### config.mk
export PLATFORM = sky130hd
export DESIGN_NAME = hi_mode_sequencer
export DESIGN_NICKNAME = d
export VERILOG_FILES = /design/src/rtl/hi_mode_sequencer_pkg.sv /design/src/rtl/hi_mode_sequencer_quiet_timer.sv /design/src/rtl/hi_mode_sequencer.sv
export SDC_FILE = /design/constraint.sdc
export NUM_CORES = 1
export LEC_CHECK = 0
export BUFFER_PORTS_ARGS = -buffer_cell sky130_fd_sc_hd__buf_2
export CORE_UTILIZATION = 60
export DETAILED_ROUTE_END_ITERATION = 10
export PLACE_DENSITY = 0.79
export SETUP_SLACK_MARGIN = 0.02
export SLEW_MARGIN = 20
export SYNTH_ARGS = -nofsm -noshare
export SYNTH_HDL_FRONTEND = slang
export SYNTH_SLANG_ARGS = --single-unit
### constraint.sdc
create_clock -name ck_1356meg -period 2.35 [get_ports ck_1356meg]
set_clock_uncertainty 0.1 [all_clocks]
set_input_delay 0.235 -clock ck_1356meg [delete_from_list [all_inputs] [get_ports ck_1356meg]]
set_output_delay 0.235 -clock ck_1356meg [all_outputs]
set_load 0.005 [all_outputs]
### src/rtl/hi_mode_sequencer_pkg.sv
// Shared mode codes, FSM encodings and the pending-slot bundle
// for the HF mod_type sequencer.
package hi_mode_sequencer_pkg;

  localparam logic [2:0] MOD_SNIFFER     = 3'b000;
  localparam logic [2:0] MOD_FAKE_READER = 3'b101;
  localparam logic [2:0] MOD_FAKE_TAG    = 3'b110;
  localparam logic [2:0] MOD_RELAY_ANY   = 3'b111;

  localparam logic [1:0] ST_IDLE  = 2'd0;
  localparam logic [1:0] ST_WAIT  = 2'd1;
  localparam logic [1:0] ST_APPLY = 2'd2;
  localparam logic [1:0] ST_HOLD  = 2'd3;

  localparam logic SRC_ARM   = 1'b0;
  localparam logic SRC_RELAY = 1'b1;

  typedef struct packed {
    logic       v;
    logic       src;
    logic [2:0] mod;
  } pend_t;

  function automatic logic is_relay_mode(
    input logic [2:0] m
  );
    return (m == MOD_FAKE_READER)
        || (m == MOD_FAKE_TAG)
        || (m == MOD_RELAY_ANY);
  endfunction

endpackage

### src/rtl/hi_mode_sequencer_quiet_timer.sv
// Run-length counter: counts enabled, non-busy cycles and pulses done
// on the N-th one. Ports: clk_i, rst_ni, en_i, busy_i -> done_o.
module hi_mode_sequencer_quiet_timer #(
  parameter int CW = 13,
  parameter int N  = 16
) (
  input  logic clk_i,
  input  logic rst_ni,
  input  logic en_i,
  input  logic busy_i,
  output logic done_o
);

  localparam logic [CW-1:0] LAST = CW'(N - 1);
  localparam logic [CW-1:0] MAXV = {CW{1'b1}};

  logic [CW-1:0] cnt_q;
  logic [CW-1:0] cnt_d;

  // Restart on disable or busy; saturate instead of wrapping.
  always_comb begin
    cnt_d = cnt_q;
    if (!en_i || busy_i) begin
      cnt_d = '0;
    end else if (cnt_q != MAXV) begin
      cnt_d = cnt_q + 1'b1;
    end
  end

  always_ff @(posedge clk_i or negedge rst_ni) begin
    if (!rst_ni) begin
      cnt_q <= '0;
    end else begin
      cnt_q <= cnt_d;
    end
  end

  assign done_o = en_i && !busy_i
               && (cnt_q == LAST);

endmodule

### src/rtl/hi_mode_sequencer.sv
// Glitch-free mod_type scheduler: latches ARM/relay requests, applies
// them only after a quiet guard (or timeout), then holds a dwell.
// In: ck_1356meg, nreset, cfg_strobe/cfg_mod, relay_req/relay_mod,
//  mod_busy. Out: mod_type, relay_active, relay_grant,
//  switch_pending, timeout_flag.
module hi_mode_sequencer
  import hi_mode_sequencer_pkg::*;
#(
  parameter int GUARD_CYCLES = 16,
  parameter int MIN_DWELL    = 64,
  parameter int TIMEOUT      = 4096,
  parameter int CW           = 13
) (
  input  logic       ck_1356meg,
  input  logic       nreset,
  input  logic       cfg_strobe,
  input  logic [2:0] cfg_mod,
  input  logic       relay_req,
  input  logic [2:0] relay_mod,
  input  logic       mod_busy,
  output logic [2:0] mod_type,
  output logic       relay_active,
  output logic       relay_grant,
  output logic       switch_pending,
  output logic       timeout_flag
);

  logic [1:0] state_q, state_d;
  pend_t      pend_q, pend_d;
  logic [2:0] mod_q, mod_d;
  logic [2:0] arm_q, arm_d;
  logic       ract_q;
  logic       tflag_q, tflag_d;

  logic in_wait, in_apply, in_hold;
  logic q_done, t_done, d_done;
  logic forced;

  assign in_wait  = (state_q == ST_WAIT);
  assign in_apply = (state_q == ST_APPLY);
  assign in_hold  = (state_q == ST_HOLD);

  hi_mode_sequencer_quiet_timer #(
    .CW (CW),
    .N  (GUARD_CYCLES)
  ) u_guard (
    .clk_i  (ck_1356meg),
    .rst_ni (nreset),
    .en_i   (in_wait),
    .busy_i (mod_busy),
    .done_o (q_done)
  );

  hi_mode_sequencer_quiet_timer #(
    .CW (CW),
    .N  (TIMEOUT)
  ) u_tmo (
    .clk_i  (ck_1356meg),
    .rst_ni (nreset),
    .en_i   (in_wait),
    .busy_i (1'b0),
    .done_o (t_done)
  );

  hi_mode_sequencer_quiet_timer #(
    .CW (CW),
    .N  (MIN_DWELL)
  ) u_dwell (
    .clk_i  (ck_1356meg),
    .rst_ni (nreset),
    .en_i   (in_hold),
    .busy_i (1'b0),
    .done_o (d_done)
  );

  // A clean guard on the same cycle as the timeout is not a forced switch.
  assign forced = in_wait && t_done && !q_done;

  always_comb begin
    state_d = state_q;
    unique case (state_q)
      ST_IDLE:  if (pend_q.v) state_d = ST_WAIT;
      ST_WAIT:  if (q_done || t_done) state_d = ST_APPLY;
      ST_APPLY: state_d = ST_HOLD;
      ST_HOLD:  if (d_done) state_d = ST_IDLE;
      default:  state_d = ST_IDLE;
    endcase
  end

  // A new load in the APPLY cycle survives the slot release.
  always_comb begin
    pend_d = pend_q;
    if (in_apply) pend_d.v = 1'b0;
    if (cfg_strobe) begin
      pend_d = '{v: 1'b1, src: SRC_ARM, mod: cfg_mod};
    end else if (relay_req && ract_q && !pend_q.v) begin
      pend_d = '{v: 1'b1, src: SRC_RELAY, mod: relay_mod};
    end
  end

  always_comb begin
    mod_d = mod_q;
    arm_d = arm_q;
    if (in_apply) begin
      mod_d = pend_q.mod;
      if (pend_q.src == SRC_ARM) arm_d = pend_q.mod;
    end
  end

  always_comb begin
    tflag_d = tflag_q;
    if (forced) begin
      tflag_d = 1'b1;
    end else if (cfg_strobe) begin
      tflag_d = 1'b0;
    end
  end

  always_ff @(posedge ck_1356meg or negedge nreset) begin
    if (!nreset) begin
      state_q <= ST_IDLE;
      pend_q  <= '0;
      mod_q   <= MOD_SNIFFER;
      arm_q   <= MOD_SNIFFER;
      ract_q  <= 1'b0;
      tflag_q <= 1'b0;
    end else begin
      state_q <= state_d;
      pend_q  <= pend_d;
      mod_q   <= mod_d;
      arm_q   <= arm_d;
      ract_q  <= is_relay_mode(arm_q);
      tflag_q <= tflag_d;
    end
  end

  assign mod_type       = mod_q;
  assign relay_active   = ract_q;
  assign switch_pending = pend_q.v;
  assign timeout_flag   = tflag_q;
  assign relay_grant    = in_apply
                       && (pend_q.src == SRC_RELAY);

endmodule
==> impl_metrics.json <==
{
  "outcome": "complete, no violations",
  "final_common_cell": "dfrtp_1",
  "first_global_vias": 2092,
  "synthDistinctLibCells": 47,
  "vias": 2242,
  "row_count": 24,
  "netlist.top_cell.by_area": "dfrtp_1",
  "synth-seq-area-share_pct": 47.5,
  "worstMarginPinSlew_ns": 0.621,
  "ff2ff_setup_slack_ns": 0.21,
  "crit_fanout": 4,
  "slowest_delay_ns": 0.47,
  "first_pass_iters": 6,
  "antenna_found_initial": 0,
  "mostFrequentLayoutCells": "dfrtp_1 (54), nand2_1 (27), buf_2 (17), nor2_1 (14)",
  "cts_setup_buffers": 0,
  "synth.top_cells.by_area": "dfrtp_1 (47%), mux2i_1 (4.6%), nand2_1 (3.6%)",
  "worst_path_max_delay_cell": "or4b_1",
  "synth-seq-cells": 54,
  "die_x_um": 70.9,
  "r2r-start": "state_q[1]",
  "syn_area_um2": 2850,
  "leakage_nw": 1.32,
  "diodes": 0,
  "nets": 322,
  "synthFlopType": "dfrtp_1",
  "clk_latency_ns": 0.31,
  "grt_pass1_wl_um": 9450,
  "startpoint": "state_q[1]",
  "ant_nets": 0,
  "timing.final.max_slew_violations": 0,
  "crit_buf_inv": 1,
  "rsz0062_at_grt": "no",
  "worst-path-stages": 6,
  "cts_made_buffers": 5,
  "period_needed_ns": 2.14,
  "worstRegToRegCells": 6,
  "hold_class": "in2reg",
  "end_kind": "flip-flop",
  "max_slew_margin_pct": 58.3,
  "drt-total-wl_um": 5540,
  "synth_top_area_share_pct": 47.5,
  "post-route-util_pct": 71.3,
  "synth_cells": 278,
  "hpwl_um": 3990,
  "intPower_mw": 1.71,
  "fin_crit_sh_pct": 91.0,
  "worst_ir_drop_vdd_v": 0.000510,
  "crit_end": "state_q[1]",
  "dpl.cell_count": 348,
  "crit_chain": "inv_1, ha_1, or4b_1, o41ai_2, o221ai_2, mux2_4",
  "clockBufferDepth": 2,
  "wire_per_inst_um": 15.5,
  "cts_htree_levels": 2,
  "cts_root_buffer": "clkbuf_8",
  "cts.reportedPaths.clkPinSlew_ns": 0.11,
  "power_frac_clock_pct": 26.2,
  "worstPathArrival_ns": 2.25,
  "combPwrFrac_pct": 27.6,
  "areaGrowthSynthToFinish_pct": 11.3,
  "final.setup.tns_ns": 0,
  "p_sw_share_pct": 31.1,
  "drv_cap": 0,
  "critPathTopFamily": "simple AND/OR/NAND/NOR gates",
  "drc_errors": 0,
  "syn_area_per_cell_um2": 10.2,
  "via_per_inst": 6.28,
  "synth_nets": 296,
  "async_flop_share_pct": 100,
  "synth-edff-count": 0,
  "finalHoldViolations": 0,
  "p_per_area_nw_per_um2": 782,
  "required_ns": 2.46,
  "crit_path_start_kind": "flip-flop",
  "worstSetupPathType": "reg2reg",
  "grt-ovfl-total": 0,
  "r2r_end": "state_q[1]",
  "cts_tree": "done",
  "dieArea_um2": 5020,
  "core_um2": 4440,
  "die_y_um": 70.9,
  "grt_max_degree": 32,
  "start_util_pct": 64.0,
  "pwr-share-seq_pct": 46.3,
  "gp_congestion": 0.934,
  "stdcell_count": 357,
  "cts.sinks": 54,
  "max_clock_freq_ghz": 0.468,
  "p_switching_uw": 769,
  "layout-drive-gt1-share_pct": 15.1,
  "synth-warning-count": 0,
  "setup_viol": 0,
  "grt_use_total_pct": 24.2,
  "portBuffers": 17,
  "drtIter0Drc": 212,
  "num_io_pins": 18
}
-- Yosys cell counts, types with 2 or more instances --
library cell,number
o31ai_1,6
xor2_1,4
nand3_1,9
nor3_1,6
nor4_1,4
a31oi_1,5
clkbuf_1,4
dfrtp_1,54
nor2_1,14
or4_1,9
nand2_1,27
nor2b_1,2
or3_1,8
nand2b_1,9
mux2i_1,13
a211oi_1,5
o21ai_0,12
and3_1,2
a21boi_0,2
nor3b_1,2
mux2_2,6
and4_1,4
a21oi_1,13
ha_1,7
xnor2_1,3
buf_1,2
o21a_1,2
nor4_2,2
nand4_1,9
or4b_1,2
inv_1,11
and2_1,5
-- state kept, by name (all words and copies together) (netlist names) --
signal and flops:
state_q 2, u_dwell.cnt_q 13, switch_pending 1, timeout_flag 1
mod_type 3, relay_active 1, u_tmo.cnt_q 13, u_guard.cnt_q 13
pend_q 4, arm_q 3
-- metal layers --
metal / share of wire, % / GRT usage, % / up-vias
met5: 0 / 0 / -
met4: 1.3 / 7.33 / 0
met3: 3.7 / 4.70 / 5
met2: 49 / 41.1 / 64
met1: 46 / 31.7 / 1087
li1: - / - / 1086
-- power by group through the flow --
stage	combinational, mW	sequential [mW]	clock (mW)
6_report	0.682	1.15	0.648
3_5_place_dp	0.684	1.16	0
3_3_place_gp	0.651	1.16	0
5_1_grt	0.761	1.16	0.699
2_1_floorplan	0.479	1.15	0
4_1_cts	0.687	1.14	0.668
-- cell families (layout without fill, tap and decap cells) --
logic type,after synthesis,after routing,share of synthesized area [%]
and+or+nand+nor,118,118,24.0
AOI/OAI and AO/OA,54,54,13.4
DFF,54,54,47.5
muxes,20,20,7.47
buffers and inverters,18,45,2.37
adders and majority gates,7,7,3.08
xor gates and xnor gates,7,7,2.15
-- worst min path at each step --
stage               start                to  slack (ns)  cells after the start
3_3_place_gp       nreset  u_dwell.cnt_q[4]        0.16                      1
2_1_floorplan      nreset          arm_q[0]       -0.16                      0
6_report       cfg_mod[0]         pend_q[0]        0.03                      3
4_1_cts        cfg_mod[0]         pend_q[0]        0.03                      3
5_1_grt        cfg_mod[2]         pend_q[2]        0.02                      3
3_5_place_dp       nreset  u_dwell.cnt_q[4]        0.16                      1
-- worst reg2reg max path, stage by stage, from the launching register on --
cell and delay [ns]:
dfrtp_1 0.44, inv_1 0.11, ha_1 0.16, or4b_1 0.47
o41ai_2 0.26, o221ai_2 0.18, mux2_4 0.32
-- per-stage QoR --
step	hold WS [ns]	power, mW	worst slack [ns]	cell area (um^2)
global route	0.0164	2.62	0.133	3170
global placement	0.159	1.81	0.294	3040
CTS	0.0260	2.50	0.213	3170
finish	0.0337	2.48	0.212	3170
detailed placement	0.158	1.85	0.233	3040
floorplan	-0.161	1.62	0.369	2850
-- layout make-up --
class | instances | area, um^2
inverters | 12 | 45.0
clock buffers | 5 | 68.8
multi-input cells | 206 | 1430
repair buffers | 25 | 160
clock inverters | 3 | 48.8
flip-flops and latches | 54 | 1350
fillers | 326 | 1280
well taps | 52 | 65.1
-- what timing repair did --
item,in CTS,in global routing
endpoints found under the hold margin,23,0
hold buffers,1,0
setup endpoints to repair,0,0
resized for setup,0,0
(Power assumes the default switching activity.)
